`src/rtl/mux_sel_sequencer_pkg.sv`:
```
// Shared types and constants for the mux select sequencer.
// Select start/end values follow the scan direction.
package mux_sel_seq_pkg;

  localparam int N_IN  = 8;
  localparam int SEL_W = 3;

  typedef enum logic [1:0] {
    IDLE,
    SCAN,
    LAST
  } state_t;

  function automatic logic [SEL_W-1:0] sel_start(
    input bit down
  );
    return down ? SEL_W'(N_IN - 1) : '0;
  endfunction

  function automatic logic [SEL_W-1:0] sel_end(
    input bit down
  );
    return down ? '0 : SEL_W'(N_IN - 1);
  endfunction

endpackage

```
`src/rtl/mux_sel_sequencer_hold_timer.sv`:
```
// Counts HOLD_CYCLES per select value and emits
// a one-cycle sample strobe on the last hold cycle.
module mux_sel_hold_timer #(
  parameter int HOLD_CYCLES = 1
) (
  input  logic clk,
  input  logic rst_n,
  input  logic clr_i,
  input  logic en_i,
  output logic strobe_o
);

  if (HOLD_CYCLES < 1 || HOLD_CYCLES > 255) begin : g_bad_hold
    $error("HOLD_CYCLES must be in 1..255");
  end

  localparam logic [7:0] LAST_CNT = 8'(HOLD_CYCLES - 1);

  logic [7:0] cnt_q;
  logic [7:0] cnt_d;

  assign strobe_o = en_i && (cnt_q == LAST_CNT);

  always_comb begin
    cnt_d = cnt_q;
    if (clr_i) begin
      cnt_d = '0;
    end else if (en_i) begin
      cnt_d = strobe_o ? '0 : cnt_q + 8'd1;
    end
  end

  always_ff @(posedge clk) begin
    if (!rst_n) begin
      cnt_q <= '0;
    end else begin
      cnt_q <= cnt_d;
    end
  end

endmodule

```
`src/rtl/mux_sel_sequencer.sv`:
```
// Parallel-to-serial driver for an external 8:1 mux.
// Optional y-vs-x self check: MUX_SEL_SEQUENCER_CHECK_EN.
module mux_sel_sequencer
  import mux_sel_seq_pkg::*;
#(
  parameter int HOLD_CYCLES = 1,
  parameter int SCAN_DOWN   = 0
) (
  input  logic             clk,
  input  logic             rst_n,
  input  logic             in_valid_i,
  input  logic [N_IN-1:0]  in_data_i,
  output logic             in_ready_o,
  output logic [N_IN-1:0]  mux_x_o,
  output logic [SEL_W-1:0] mux_s_o,
  input  logic             mux_y_i,
  output logic             ser_bit_o,
  output logic             ser_valid_o,
  output logic             done_o,
  output logic             err_o
);

  localparam bit DOWN = (SCAN_DOWN != 0);
  localparam logic [SEL_W-1:0] S_START = sel_start(DOWN);
  localparam logic [SEL_W-1:0] S_END   = sel_end(DOWN);

  state_t           state_q;
  logic             ready_q;
  logic [N_IN-1:0]  x_q;
  logic [SEL_W-1:0] s_q;
  logic [SEL_W-1:0] step_q;
  logic             bit_q;
  logic             sv_q;
  logic             done_q;
  logic             accept;
  logic             strobe;

  assign accept = (state_q == IDLE) && in_valid_i && ready_q;

  mux_sel_hold_timer #(
    .HOLD_CYCLES(HOLD_CYCLES)
  ) u_timer (
    .clk     (clk),
    .rst_n   (rst_n),
    .clr_i   (accept),
    .en_i    (state_q == SCAN),
    .strobe_o(strobe)
  );

`ifdef MUX_SEL_SEQUENCER_CHECK_EN
  logic err_q;
  logic miss;

  assign miss  = (mux_y_i != x_q[s_q]);
  assign err_o = err_q;

  always_ff @(posedge clk) begin
    if (!rst_n) begin
      err_q <= 1'b0;
    end else if (accept) begin
      err_q <= 1'b0;
    end else if (state_q == SCAN && strobe && miss) begin
      err_q <= 1'b1;
    end
  end
`else
  assign err_o = 1'b0;
`endif

  always_ff @(posedge clk) begin
    if (!rst_n) begin
      state_q <= IDLE;
      ready_q <= 1'b1;
      x_q     <= '0;
      s_q     <= '0;
      step_q  <= '0;
      bit_q   <= 1'b0;
      sv_q    <= 1'b0;
      done_q  <= 1'b0;
    end else begin
      sv_q   <= 1'b0;
      done_q <= 1'b0;
      unique case (state_q)
        IDLE: begin
          if (accept) begin
            x_q     <= in_data_i;
            s_q     <= S_START;
            step_q  <= '0;
            ready_q <= 1'b0;
            state_q <= SCAN;
          end
        end
        SCAN: begin
          if (strobe) begin
            bit_q <= mux_y_i;
            sv_q  <= 1'b1;
            // Last channel: keep the select, finish in LAST.
            if (step_q == SEL_W'(N_IN - 1)) begin
              done_q  <= 1'b1;
              state_q <= LAST;
            end else begin
              step_q <= step_q + 1'b1;
              s_q    <= DOWN ? s_q - 1'b1 : s_q + 1'b1;
            end
          end
        end
        LAST: begin
          s_q     <= S_START;
          ready_q <= 1'b1;
          state_q <= IDLE;
        end
        default: begin
          state_q <= IDLE;
        end
      endcase
    end
  end

  logic unused_end;
  assign unused_end = ^S_END;

  assign in_ready_o  = ready_q;
  assign mux_x_o     = x_q;
  assign mux_s_o     = s_q;
  assign ser_bit_o   = bit_q;
  assign ser_valid_o = sv_q;
  assign done_o      = done_q;

endmodule

```
`config.mk`:
```
export PLATFORM = sky130hd
export DESIGN_NAME = mux_sel_sequencer
export DESIGN_NICKNAME = d
export VERILOG_FILES = /design/src/rtl/mux_sel_sequencer_pkg.sv /design/src/rtl/mux_sel_sequencer_hold_timer.sv /design/src/rtl/mux_sel_sequencer.sv
export SDC_FILE = /design/constraint.sdc
export NUM_CORES = 1
export LEC_CHECK = 0
export ABC_AREA = 1
export BUFFER_PORTS_ARGS = -buffer_cell sky130_fd_sc_hd__clkbuf_2
export CORE_MARGIN = 3
export CORE_UTILIZATION = 52
export DETAILED_ROUTE_END_ITERATION = 8
export PLACE_DENSITY = 0.75
export SLEW_MARGIN = 25
export SYNTH_ARGS = -nofsm -noshare
export SYNTH_HDL_FRONTEND = slang
export SYNTH_SLANG_ARGS = --single-unit
```
`constraint.sdc`:
```
create_clock -name clk -period 1.95 [get_ports clk]
set_input_delay 0.2925 -clock clk [delete_from_list [all_inputs] [get_ports clk]]
set_output_delay 0.2925 -clock clk [all_outputs]
set_load 0.01 [all_outputs]
```
# Word level (Yosys, flattened, before mapping)
# Cells that the tools add are included.
# totals
regBits	28
# op_classes
add_sub_neg	3
n_eq_ne	7
mux	16
bitwise	1
n_reduce_logical	17
# op_table
op	count
$mux 3	5
$pmux 3 s3	1
$add 8x1->8 const B	1
$logic_not 8->1	1
$mux 8	1
$ne 2x2->1 const B	4
$reduce_and 2->1	4
$reduce_and 4->1	2
$add 3x1->3 const B	2
$mux 2	3
$pmux 3 s2	1
$reduce_and 3->1	2
$pmux 2 s2	1
$reduce_bool 2->1	2
$eq 3x3->1 const B	1
$logic_and 1x1->1	3
$mux 1	3
$reduce_bool 3->1	1
$eq 2x1->1 const B	1
$eq 2x2->1 const B	1
$logic_not 2->1	1
$pmux 1 s2	1
$reduce_or 2->1	1
$not 1->1	1

# Longest topological paths before layout
# Gate-level depths: netlist of the first run.
# logic_depth
ltp_word	5
ltp_mapped	10

# Modules after synthesis
# A second synthesis of the first run with hierarchy kept.
# unflattened
cells_unflattened	177
area_unflattened_um2	1282.5
# modules_own_cells
module	n_inst	cells_per_inst	area_each_um2	seq_area_each_um2
mux_sel_sequencer	1	110	837.1	400.4
mux_sel_hold_timer	1	67	445.4	160.2

# Worst setup path after synthesis of the first run
# OpenSTA, ideal clock, no wires.
# synth_timing
path_type	reg-to-reg
startpoint	register step_q[0]
endpoint	register s_q[0], in the netlist mux_s_o[0]
setup_time_ns	0.114
t_arrival_ns	1.250
slack_ns	0.586
stages_incl_launch_ff	7
synth_period_minus_slack_ns	1.364
cell_sequence	dfxtp_1 > ha_1 > ha_1 > o21ai_0 > nand3_2 > a21oi_1 > nor2_1
# synth_between
elab_chain_cells	3
# synth_rtl
item	line	text
start, declared	mux_sel_sequencer.sv:31	logic [SEL_W-1:0] step_q;
start signal, assigned	mux_sel_sequencer.sv:102	step_q <= step_q + 1'b1;
$eq 3x3->1	mux_sel_sequencer.sv:98	if (step_q == SEL_W'(N_IN - 1)) begin
$ne 2x2->1 (no line)	--	
$reduce_and 4->1 (no line)	--	
end signal, assigned	mux_sel_sequencer.sv:103	s_q <= DOWN ? s_q - 1'b1 : s_q + 1'b1;
end, declared	mux_sel_sequencer.sv:30	logic [SEL_W-1:0] s_q;
# No other way between the ends.
# A chain may end at the register's enable or synchronous reset.

# Final worst setup path of the first run
# Ends and elaborated chain as after synthesis.

==> run summary, run 1 <==
STA
-------------------------------------------------------------------------------------
Count of final hold-check violations                                                0
Final setup TNS                                                                  0 ps
Final clock skew                                                              6.16 ps
Count of final max-slew check failures                                              0
Final count of negative-setup-slack endpoints                                       0
Final critical path time including I/O delays and setup                       1520 ps
Highest attainable clock frequency                                          0.659 GHz
Unrepaired setup endpoints after global routing                                    no
Period utilisation layout                                                       0.778

PWR
-------------------------------------------------------------------------------------
Lkg Pwr                                                                      0.706 nW
Power density over cell area                                               771 mW/mm²
Maximum VDD drop                                                             0.613 mV

CRITICAL PATH
-------------------------------------------------------------------------------------
Critical Path AT                                                              1760 ps
Worst-path cell chain                                                    ha_1 > ha_1 > o21ai_0 > nand3_2 > a21oi_1 > nor2_1
Largest stage delay on the critical path                                       350 ps
Number of gates on the worst path with buffers counted                              6
Kind of start point of the critical path                                     register
Number of cells traversed by the worst register-to-register path                    6
Buffers & Inverters on Critical Path                                                0
Cell mode on critical path                                               sky130_fd_sc_hd__ha_1
Cell family contributing the most delay on the critical path             compound AO/OA/AOI/OAI gates
Crit path kind                                                           register to register
CP required                                                                   2190 ps
Maximum net fanout on the critical path                                             4
CP Capture Type                                                              register
Highest-delay cell along the critical path                               sky130_fd_sc_hd__dfxtp_1

GRT
-------------------------------------------------------------------------------------
Global-route wire length before repair                                        4.95 mm
Initial antenna violation count                                                     0
Via count of the first global-routing pass                                       1234
Global-route usage over all layers                                              0.192
GRT overflow                                                                        0
Largest net degree at the start of global routing                                  17

JOB
-------------------------------------------------------------------------------------
Max-capacitance violation count                                                     0

PLACE
-------------------------------------------------------------------------------------
Count of input and output buffers                                                  26
Instance area at placement                                                0.00145 mm²
Weighted congestion at the end of routability-driven global placement           0.866
Dpl hpwl                                                                      2.11 mm

CTS
-------------------------------------------------------------------------------------
CTS sink cnt                                                                       28
Hold bufs inserted after CTS                                                        0
Root buffer cell                                                         sky130_fd_sc_hd__clkbuf_4
Number of buffers between clock root and the deepest sink                           2
Clock latency on the worst-skew pair                                           330 ps
Setup Fix Bufs, Post-CTS                                                            0
Number of buffers created by CTS                                                    3
Post-CTS sizing                                                                     0
Clock-pin slew of the registers on the worst-case setup and hold paths         150 ps
Clock tree from TritonCTS                                                         yes
H-tree levels                                                                       1

LAYOUT
-------------------------------------------------------------------------------------
Fraction of layout cells with a size suffix above 1                             0.196
Synth-to-layout area growth                                                     16.1%
ANT cells                                                                           0
Summed area of non-filler cells in the final layout                       0.00151 mm²
Number of nets in the layout                                                      227

FLOORPLANNING
-------------------------------------------------------------------------------------
Total I/O pin count                                                                28
Core outline area                                                         0.00230 mm²
Effective utilization at floorplan                                              0.564
Full die area                                                             0.00313 mm²
Std-Cell Rows                                                                      17
Horizontal die dimension                                                      55.9 µm
Die extent in y                                                               55.9 µm

DRT
-------------------------------------------------------------------------------------
Post-route antenna net violation count                                              0
Via density per instance                                                         5.12
Detailed Routing Iterations Pass 1                                                  4
Violation count after the first detailed-routing iteration                         59
Drt drc                                                                             0
Average wire length per cell after detail routing                             11.7 µm
Vias after detailed routing                                                      1213
Routed Wire Length                                                            2.77 mm

YOSYS
-------------------------------------------------------------------------------------
Async SR Flop Fraction                                                              0
Combinational family with the most area after synthesis                  simple AND/OR/NAND/NOR gates
Post-synthesis compound-gate area fraction                                     0.0936
Xor and xnor area share after synthesis                                             0
Total of flip-flops plus latches after synthesis                                   28
Synthesized-area fraction occupied by adder cells                              0.0483
Syn_area_per_cell                                                            7.16 µm²
Synthesis warning total                                                             0
Share of synthesized area occupied by flip-flops and latches                    0.432
Number of enable flip-flop cells after synthesis                                    0
Count of different cell masters after synthesis                                    24
Proportion of synthesized area in mux cells                                         0
Share of synthesized cell area in and, or, nand and nor gates                   0.344
Count of mapped cells out of synthesis                                            181
Area of the mapped netlist                                                0.00130 mm²
Most used flip-flop cell after synthesis                                 sky130_fd_sc_hd__dfxtp_1
Number of nets produced by synthesis                                              198

HOLD PATH
-------------------------------------------------------------------------------------
Hold crit path type                                                      input pin to register
WHS Path Cells                                                                      3

OUTCOME
-------------------------------------------------------------------------------------
Outcome                                                                     completed

## registers in the layout (all words and copies together), names as in the netlist
register,count
in_ready_o,1
done_o,1
ser_valid_o,1
u_timer.cnt_q,8
state_q,2
mux_s_o,3
ser_bit_o,1
step_q,3
mux_x_o,8
## cell usage in the layout, fill, tap and decap left out, types with 2 or more instances in the layout
master                     Yosys  final
sky130_fd_sc_hd__nor2_2        2      2
sky130_fd_sc_hd__clkbuf_2      0     26
sky130_fd_sc_hd__dfxtp_1      28     28
sky130_fd_sc_hd__nor2_1       20     20
sky130_fd_sc_hd__ha_1          5      5
sky130_fd_sc_hd__nand2_1      53     53
sky130_fd_sc_hd__inv_1        21     21
sky130_fd_sc_hd__nor3b_1       3      3
sky130_fd_sc_hd__a21oi_1      17     17
sky130_fd_sc_hd__nand4_1       7      7
sky130_fd_sc_hd__clkbuf_4      0      3
sky130_fd_sc_hd__nand3_1       6      6
sky130_fd_sc_hd__inv_2         2      2
sky130_fd_sc_hd__o21ai_0       3      3
sky130_fd_sc_hd__nand3_2       3      3
## through the flow
| stage | instances | utilization | setup WS [ps] | power, mW | hold WS [ps] |
|---|---|---|---|---|---|
| 2_1_floorplan | 181 | - | 586 | 0.736 | 362 |
| 3_3_place_gp | 233 | 0.632 | 518 | 0.789 | 450 |
| 3_5_place_dp | 233 | 0.632 | 454 | 0.796 | 456 |
| 4_1_cts | 237 | 0.655 | 430 | 1.17 | 166 |
| 5_1_grt | 237 | 0.655 | 293 | 1.22 | 170 |
| 6_report | 237 | 0.655 | 432 | 1.16 | 170 |
## kinds of logic after synthesis
kind of cell / after synthesis
simple gates: 98
buf+inv: 26
fa+ha+maj: 5
flops: 28
other cells: 1
compound gates: 23
## path summary, 6_finish.rpt
check | startpoint | end | slack [ps]
setup / recovery | step_q[0] | mux_s_o[0] | 430
hold reg to reg | mux_x_o[1] | mux_x_o[1] | 470
hold / removal | in_data_i[1] | mux_x_o[1] | 170
setup reg to reg | step_q[0] | mux_s_o[0] | 430
## power by group
part           internal, mW  leakage (nW)  switching, mW
logic                0.0584         0.450          0.108
clock network         0.208        0.0279          0.168
registers             0.600         0.228         0.0178
## tightest hold or removal path, cell delays in order
cell and delay [ps]:
sky130_fd_sc_hd__clkbuf_2 80, sky130_fd_sc_hd__nand2_1 50, sky130_fd_sc_hd__a21oi_1 50
## layer usage
layer	track usage	vias to the layer above	share of wire	routed length (µm)
met1	0.230	546	0.43	1200
met3	0.0209	5	0.057	158
li1	-	633	-	-
met2	0.348	29	0.49	1370
met4	0.0780	0	0.016	43
met5	0	-	0	0
## synthesized netlist by cell type, types with 2 or more instances
cell type | n | area [µm²]
sky130_fd_sc_hd__nand2_1 | 53 | 199
sky130_fd_sc_hd__dfxtp_1 | 28 | 561
sky130_fd_sc_hd__inv_1 | 21 | 78.8
sky130_fd_sc_hd__nor2_1 | 20 | 75.1
sky130_fd_sc_hd__a21oi_1 | 17 | 85.1
sky130_fd_sc_hd__nand4_1 | 7 | 43.8
sky130_fd_sc_hd__nand3_1 | 6 | 30.0
sky130_fd_sc_hd__ha_1 | 5 | 62.6
sky130_fd_sc_hd__nand3_2 | 3 | 30.0
sky130_fd_sc_hd__nor3b_1 | 3 | 22.5
sky130_fd_sc_hd__o21ai_0 | 3 | 15.0
sky130_fd_sc_hd__inv_2 | 2 | 7.51
sky130_fd_sc_hd__nor2_2 | 2 | 12.5
## layout make-up
class,count,area (µm²)
clock buffer,3,22.5
timing repair buffer,27,138
clock inverter,1,30.0
sequential,28,561
fill,197,792
multi-input combinational,127,633
inverter,23,86.3
tap,28,35.0
(Power assumes the default switching activity.)
==> run 2, diff against run 1 <==
Clock period 1.95 ns to 1.6 ns, I/O delays scaled along.
==> run 2 against run 1 <==
Flip-flop and latch count is the same. Fmax grew 3.8%. Clock power grew 23%. Die area is the same. Sequential share of layout area shrank 0.29 points. Critical path depth grew 4. Critical endpoint is now step_q[0]. Final cell count grew 0.42%.
==> run summary, run 2 (synthesis gave the netlist of run 1 again) <==
GRT
-------------------------------------------------------------------------------------
Met1 usage in global routing                                                    0.238   +0.00815
GRT overflow                                                                        0   unchanged
Global-route usage over all layers                                              0.201   +0.00897
Global-route wire length before repair                                        5.17 mm   +4.5%
Via count of the first global-routing pass                                       1214   -1.6%
GRT Max-Usage Layer                                                              met2
Initial antenna violation count                                                     0   unchanged
Global-route met2 utilization                                                   0.367   +0.0186
Met3 global-route usage                                                        0.0441   +0.0232
Largest net degree at the start of global routing                                  17   unchanged

STA
-------------------------------------------------------------------------------------
Final clock skew                                                              6.68 ps   +0.519 ps
Setup ws final                                                                 138 ps   -294 ps
Final critical path time including I/O delays and setup                       1460 ps   -56.0 ps
Final count of negative-setup-slack endpoints                                       0   unchanged
Period utilisation layout                                                       0.914   +0.135
Count of final hold-check violations                                                0   unchanged
Final setup TNS                                                                  0 ps   unchanged
Highest attainable clock frequency                                          0.684 GHz   +3.8%
Count of final max-slew check failures                                              0   unchanged
Unrepaired setup endpoints after global routing                                    no

CRITICAL PATH
-------------------------------------------------------------------------------------
Crit path kind                                                           register to register
Cell family contributing the most delay on the critical path             simple AND/OR/NAND/NOR gates
Cell mode on critical path                                               sky130_fd_sc_hd__nand2_1
Buffers & Inverters on Critical Path                                                1   +1
CP Capture Type                                                              register
Maximum net fanout on the critical path                                             8   +4
Kind of start point of the critical path                                     register
Largest stage delay on the critical path                                       350 ps   about the same
Worst-path cell chain                                                    inv_1 > ha_1 > nand2_1 > nor2_1 > nand2_1 > nand2_4 > nand3_2 > nand2_1 > nand2_1 > nor2_1
CP required                                                                   1880 ps   -310 ps
Critical Path AT                                                              1740 ps   -20 ps
Highest-delay cell along the critical path                               sky130_fd_sc_hd__dfxtp_1

PLACE
-------------------------------------------------------------------------------------
Count of input and output buffers                                                  26   unchanged
Setup WS pre-CTS                                                               110 ps   -344 ps
Weighted congestion at the end of routability-driven global placement           0.874   +1.0%
Dpl hpwl                                                                      2.14 mm   +1.1%
Instance area at placement                                                0.00146 mm²   +0.52%
# placed instances                                                                234   +0.43%

CTS
-------------------------------------------------------------------------------------
CTS sink cnt                                                                       28   unchanged
Number of buffers between clock root and the deepest sink                           2   unchanged
Clock tree from TritonCTS                                                         yes
Number of buffers created by CTS                                                    3   unchanged
H-tree levels                                                                       1   unchanged
Clock-pin slew of the registers on the worst-case setup and hold paths         150 ps   about the same
Clock latency on the worst-skew pair                                           330 ps   about the same
Setup Fix Bufs, Post-CTS                                                            0   unchanged
Root buffer cell                                                         sky130_fd_sc_hd__clkbuf_4

PWR
-------------------------------------------------------------------------------------
Combinational share of power                                                    0.146   +0.003
Relative contribution of the clock network to total power                       0.325   about the same
Maximum VDD drop                                                             0.937 mV   +53%
Net Switching                                                                0.365 mW   +24%
Power density over cell area                                               935 mW/mm²   +21%
Internal Pwr Total                                                            1.06 mW   +22%
Lkg Pwr                                                                      0.724 nW   +2.6%
Design Power                                                                  1.42 mW   +23%
Fraction of power consumed by sequential logic                                  0.529   -0.003
Sw Ratio                                                                        0.256   +0.00292

LAYOUT
-------------------------------------------------------------------------------------
Commonest non-fill, non-tap cells in the layout                          sky130_fd_sc_hd__nand2_1, sky130_fd_sc_hd__dfxtp_1, sky130_fd_sc_hd__clkbuf_2
Fillers                                                                           222   +13%
Summed area of non-filler cells in the final layout                       0.00152 mm²   +1.2%
Synth-to-layout area growth                                                     17.6%
ANT cells                                                                           0   unchanged
Non-Filler Instances                                                              238   +0.42%
Commonest non-fill, non-tap cell in the layout                           sky130_fd_sc_hd__nand2_1
Fraction of layout cells with a size suffix above 1                             0.214   +0.0181
Number of nets in the layout                                                      228   +0.44%

DRT
-------------------------------------------------------------------------------------
Via density per instance                                                         5.25   +2.6%
Drt drc                                                                             0   unchanged
Violation count after the first detailed-routing iteration                         38   -36%
Post-route antenna net violation count                                              0   unchanged
Vias after detailed routing                                                      1250   +3.1%
Routed Wire Length                                                            2.90 mm   +4.9%
Average wire length per cell after detail routing                             12.2 µm   +4.4%
Detailed Routing Iterations Pass 1                                                  4   unchanged

FLOORPLANNING
-------------------------------------------------------------------------------------
Horizontal die dimension                                                      55.9 µm   unchanged
Core outline area                                                         0.00230 mm²   unchanged
Die extent in y                                                               55.9 µm   unchanged
Effective utilization at floorplan                                              0.564   unchanged
Std-Cell Rows                                                                      17   unchanged
Full die area                                                             0.00313 mm²   unchanged
Total I/O pin count                                                                28   unchanged

OUTCOME
-------------------------------------------------------------------------------------
Outcome                                                                     completed

HOLD PATH
-------------------------------------------------------------------------------------
Hold crit path type                                                      input pin to register

JOB
-------------------------------------------------------------------------------------
Max-capacitance violation count                                                     0   unchanged

-- run 2: cell count changes in the layout (fill, tap and decap cells not counted), sizes merged --
cell / delta
buf: +1
-- run 2: cell type report --
cell class	instances	area, µm²	area share
repair buffers	28	145	0.0952
multi-input cells	127	642	0.421
inverters	23	86.3	0.0567
clock buffers	3	22.5	0.0148
well taps	28	35.0	0.0230
flip-flops and latches	28	563	0.369
clock inverters	1	30.0	0.0197
-- run 2: timing repair --
action | 4_1_cts | 5_1_grt
setup endpoints to repair | 0 | 4
hold buffers | 0 | 0
gates resized for setup | 0 | 5
-- run 2: final timing paths --
path               startpoint         end  slack [ps]  cells after the start
max reg2reg  u_timer.cnt_q[0]   step_q[0]         140                     10
max          u_timer.cnt_q[0]   step_q[0]         140                     10
min              in_data_i[0]  mux_x_o[0]         110                      3
min reg2reg        mux_x_o[5]  mux_x_o[5]         470                      2
-- run 2: stage by stage --
step           hold WS [ps]   util
5_1_grt                 115  0.663
3_5_place_dp            457  0.636
4_1_cts                 105  0.658
6_report                115  0.663
3_3_place_gp            450  0.636
2_1_floorplan           309      -
-- run 2: worst min-delay path, delay by kind of cell --
kind,cells,cell delay [ps]
buf+inv,1,80
compound gates,1,50
simple gates,1,50
-- run 2: metal layers --
| layer | share of wire | vias to the layer above | wire [µm] |
|---|---|---|---|
| met4 | 0.014 | 0 | 42 |
| met2 | 0.52 | 28 | 1520 |
| li1 | - | 639 | - |
| met1 | 0.42 | 578 | 1210 |
| met5 | 0 | - | 0 |
| met3 | 0.045 | 5 | 132 |
-- run 2: power by group through the flow --
| stage | clock [mW] | combinational (mW) | sequential (mW) |
|---|---|---|---|
| floorplan | 0 | 0.119 | 0.777 |
| global placement | 0 | 0.200 | 0.765 |
| detailed placement | 0 | 0.208 | 0.767 |
| CTS | 0.471 | 0.208 | 0.752 |
| global route | 0.504 | 0.240 | 0.758 |
| finish | 0.463 | 0.208 | 0.753 |
==> run 3, diff against run 2 <==
Settings changed: ABC_CLOCK_PERIOD_IN_PS set to 1600, CORE_UTILIZATION 52 to 50, PLACE_DENSITY 0.75 to 0.72.
==> run 3 against run 2 <==
Wire length decreased by 5.8%. Fmax decreased by 0.28%. Largest cell class unchanged. Count of clock-buffer cells in the layout increased by 1. Critical endpoint is now mux_s_o[0].
==> run summary, run 3 (synthesis gave the netlist of run 1 again) <==
CRITICAL PATH
-------------------------------------------------------------------------------------
CP Capture Type                                                              register
Reg-to-reg critical path startpoint                                         step_q[0]
Critical Path AT                                                              1730 ps   about the same
Largest stage delay on the critical path                                       350 ps   about the same
Maximum net fanout on the critical path                                             4   -4
Kind of start point of the critical path                                     register
Critical Path Start                                                         step_q[0]
Highest-delay cell along the critical path                               sky130_fd_sc_hd__dfxtp_1
CP required                                                                   1870 ps   about the same
Worst-path cell chain                                                    ha_1 > ha_1 > o21ai_1 > nand3_2 > nand2_1 > nand2_1 > nor2_1
Crit path kind                                                           register to register

FLOORPLANNING
-------------------------------------------------------------------------------------
Std-Cell Rows                                                                      17   unchanged
Effective utilization at floorplan                                              0.554   -0.0103
Total I/O pin count                                                                28   unchanged
Die extent in y                                                               56.9 µm   +1.8%
Core outline area                                                         0.00234 mm²   +1.9%
Horizontal die dimension                                                      56.9 µm   +1.8%
Full die area                                                             0.00324 mm²   +3.6%

GRT
-------------------------------------------------------------------------------------
GRT overflow                                                                        0   unchanged
Initial antenna violation count                                                     0   unchanged
Global-route usage over all layers                                              0.175   -0.0267
Global-route wire length before repair                                        4.55 mm   -12%
Via count of the first global-routing pass                                       1073   -12%
Largest net degree at the start of global routing                                  16   -1

PLACE
-------------------------------------------------------------------------------------
Dpl hpwl                                                                      2.05 mm   -4.2%
Setup WS pre-CTS                                                               108 ps   -2.45 ps
Count of input and output buffers                                                  26   unchanged
Weighted congestion at the end of routability-driven global placement           0.872   -0.32%

PWR
-------------------------------------------------------------------------------------
Design Power                                                                  1.30 mW   -8.6%
Power density over cell area                                               862 mW/mm²   -7.8%
Lkg Pwr                                                                      0.717 nW   -0.98%
Maximum VDD drop                                                             0.786 mV   -16%

LAYOUT
-------------------------------------------------------------------------------------
Commonest non-fill, non-tap cells in the layout                          sky130_fd_sc_hd__nand2_1, sky130_fd_sc_hd__dfxtp_1, sky130_fd_sc_hd__clkbuf_2
ANT cells                                                                           0   unchanged
Area of the multi-input gates                                                 644 µm²   +0.39%
Synth-to-layout area growth                                                     16.5%
Number of nets in the layout                                                      228   unchanged
Fraction of layout cells with a size suffix above 1                             0.224   +0.00952
Fillers                                                                           204   -8.1%
Commonest non-fill, non-tap cell in the layout                           sky130_fd_sc_hd__nand2_1
Area occupied by registers                                                    563 µm²   unchanged

DRT
-------------------------------------------------------------------------------------
Routed Wire Length                                                            2.74 mm   -5.8%
Drt drc                                                                             0   unchanged
Average wire length per cell after detail routing                             11.5 µm   -5.8%
Vias after detailed routing                                                      1200   -4.0%
Via density per instance                                                         5.04   -4.0%
Post-route antenna net violation count                                              0   unchanged
Detailed Routing Iterations Pass 1                                                  4   unchanged
Violation count after the first detailed-routing iteration                         39   +2.6%

STA
-------------------------------------------------------------------------------------
Hold Worst Slack                                                               119 ps   +4.86 ps
Final setup TNS                                                                  0 ps   unchanged
Highest attainable clock frequency                                          0.682 GHz   -0.28%
Final clock skew                                                              6.01 ps   -0.669 ps
Period utilisation layout                                                       0.916   +0.00261
Count of final hold-check violations                                                0   unchanged
Count of final max-slew check failures                                              0   unchanged
Setup ws final                                                                 134 ps   -4.17 ps
Final count of negative-setup-slack endpoints                                       0   unchanged
Final critical path time including I/O delays and setup                       1470 ps   +4.17 ps

CTS
-------------------------------------------------------------------------------------
Root buffer cell                                                         sky130_fd_sc_hd__clkbuf_4
Clock tree from TritonCTS                                                         yes
Number of buffers between clock root and the deepest sink                           2   unchanged
H-tree levels                                                                       1   unchanged
Hold bufs inserted after CTS                                                        0   unchanged
Number of buffers created by CTS                                                    3   unchanged
CTS sink cnt                                                                       28   unchanged
Clock latency on the worst-skew pair                                           330 ps   about the same
Clock-pin slew of the registers on the worst-case setup and hold paths         150 ps   about the same

HOLD PATH
-------------------------------------------------------------------------------------
Hold crit path type                                                      input pin to register
Origin of the worst min-delay path                                       in_data_i[7]

JOB
-------------------------------------------------------------------------------------
Max-capacitance violation count                                                     0   unchanged

OUTCOME
-------------------------------------------------------------------------------------
Outcome                                                                     completed

-- run 3: changes by cell type in the layout (fill, tap and decap cells not counted), sizes merged --
cell,change
bufinv,-1
clkbuf,+1
-- run 3: critical path: cells and delay by family, from the launching register on --
family | cells | cell delay [ps]
flip-flops | 1 | 350
adder cells (fa/ha/maj) | 2 | 410
AO/OA/AOI/OAI | 1 | 260
AND/OR/NAND/NOR | 4 | 380
-- run 3: worst paths after layout --
check                                   to  slack [ps]  cells after the start
worst max-delay path            mux_s_o[0]         130                      7
worst min-delay path            mux_x_o[7]         120                      3
worst max register to register  mux_s_o[0]         130                      7
worst min register to register  mux_x_o[4]         480                      2
-- run 3: repair_timing --
| action | CTS | global route |
|---|---|---|
| setup endpoints to repair | 0 | 6 |
| resized for setup | 0 | 7 |
| buffers inserted | 0 | 0 |
-- run 3: final cells by class --
cell class                      instances  area share
Multi-Input combinational cell        127       0.427
Clock buffer                            4      0.0240
Timing Repair Buffer                   28      0.0961
Inverter                               23      0.0572
Tap cell                               28      0.0232
Sequential cell                        28       0.373
-- run 3: per-stage QoR --
stage,area [µm²],util,cells
final,1510,0.645,238
after global routing,1510,0.645,238
after CTS,1500,0.640,238
after detailed placement,1460,0.624,234
after global placement,1460,0.624,234
after floorplan,1300,-,181
-- run 3: power breakdown --
group	internal [mW]	switching, mW	leakage [nW]
Clock	0.139	0.204	0.0210
Combinational	0.0746	0.131	0.468
Sequential	0.731	0.0224	0.229
-- run 3: routing by layer --
layer,routed length [µm],vias up,track usage
li1,-,633,-
met3,158,4,0.0276
met4,36,0,0.0464
met5,0,-,0
met1,1290,514,0.231
met2,1260,49,0.294
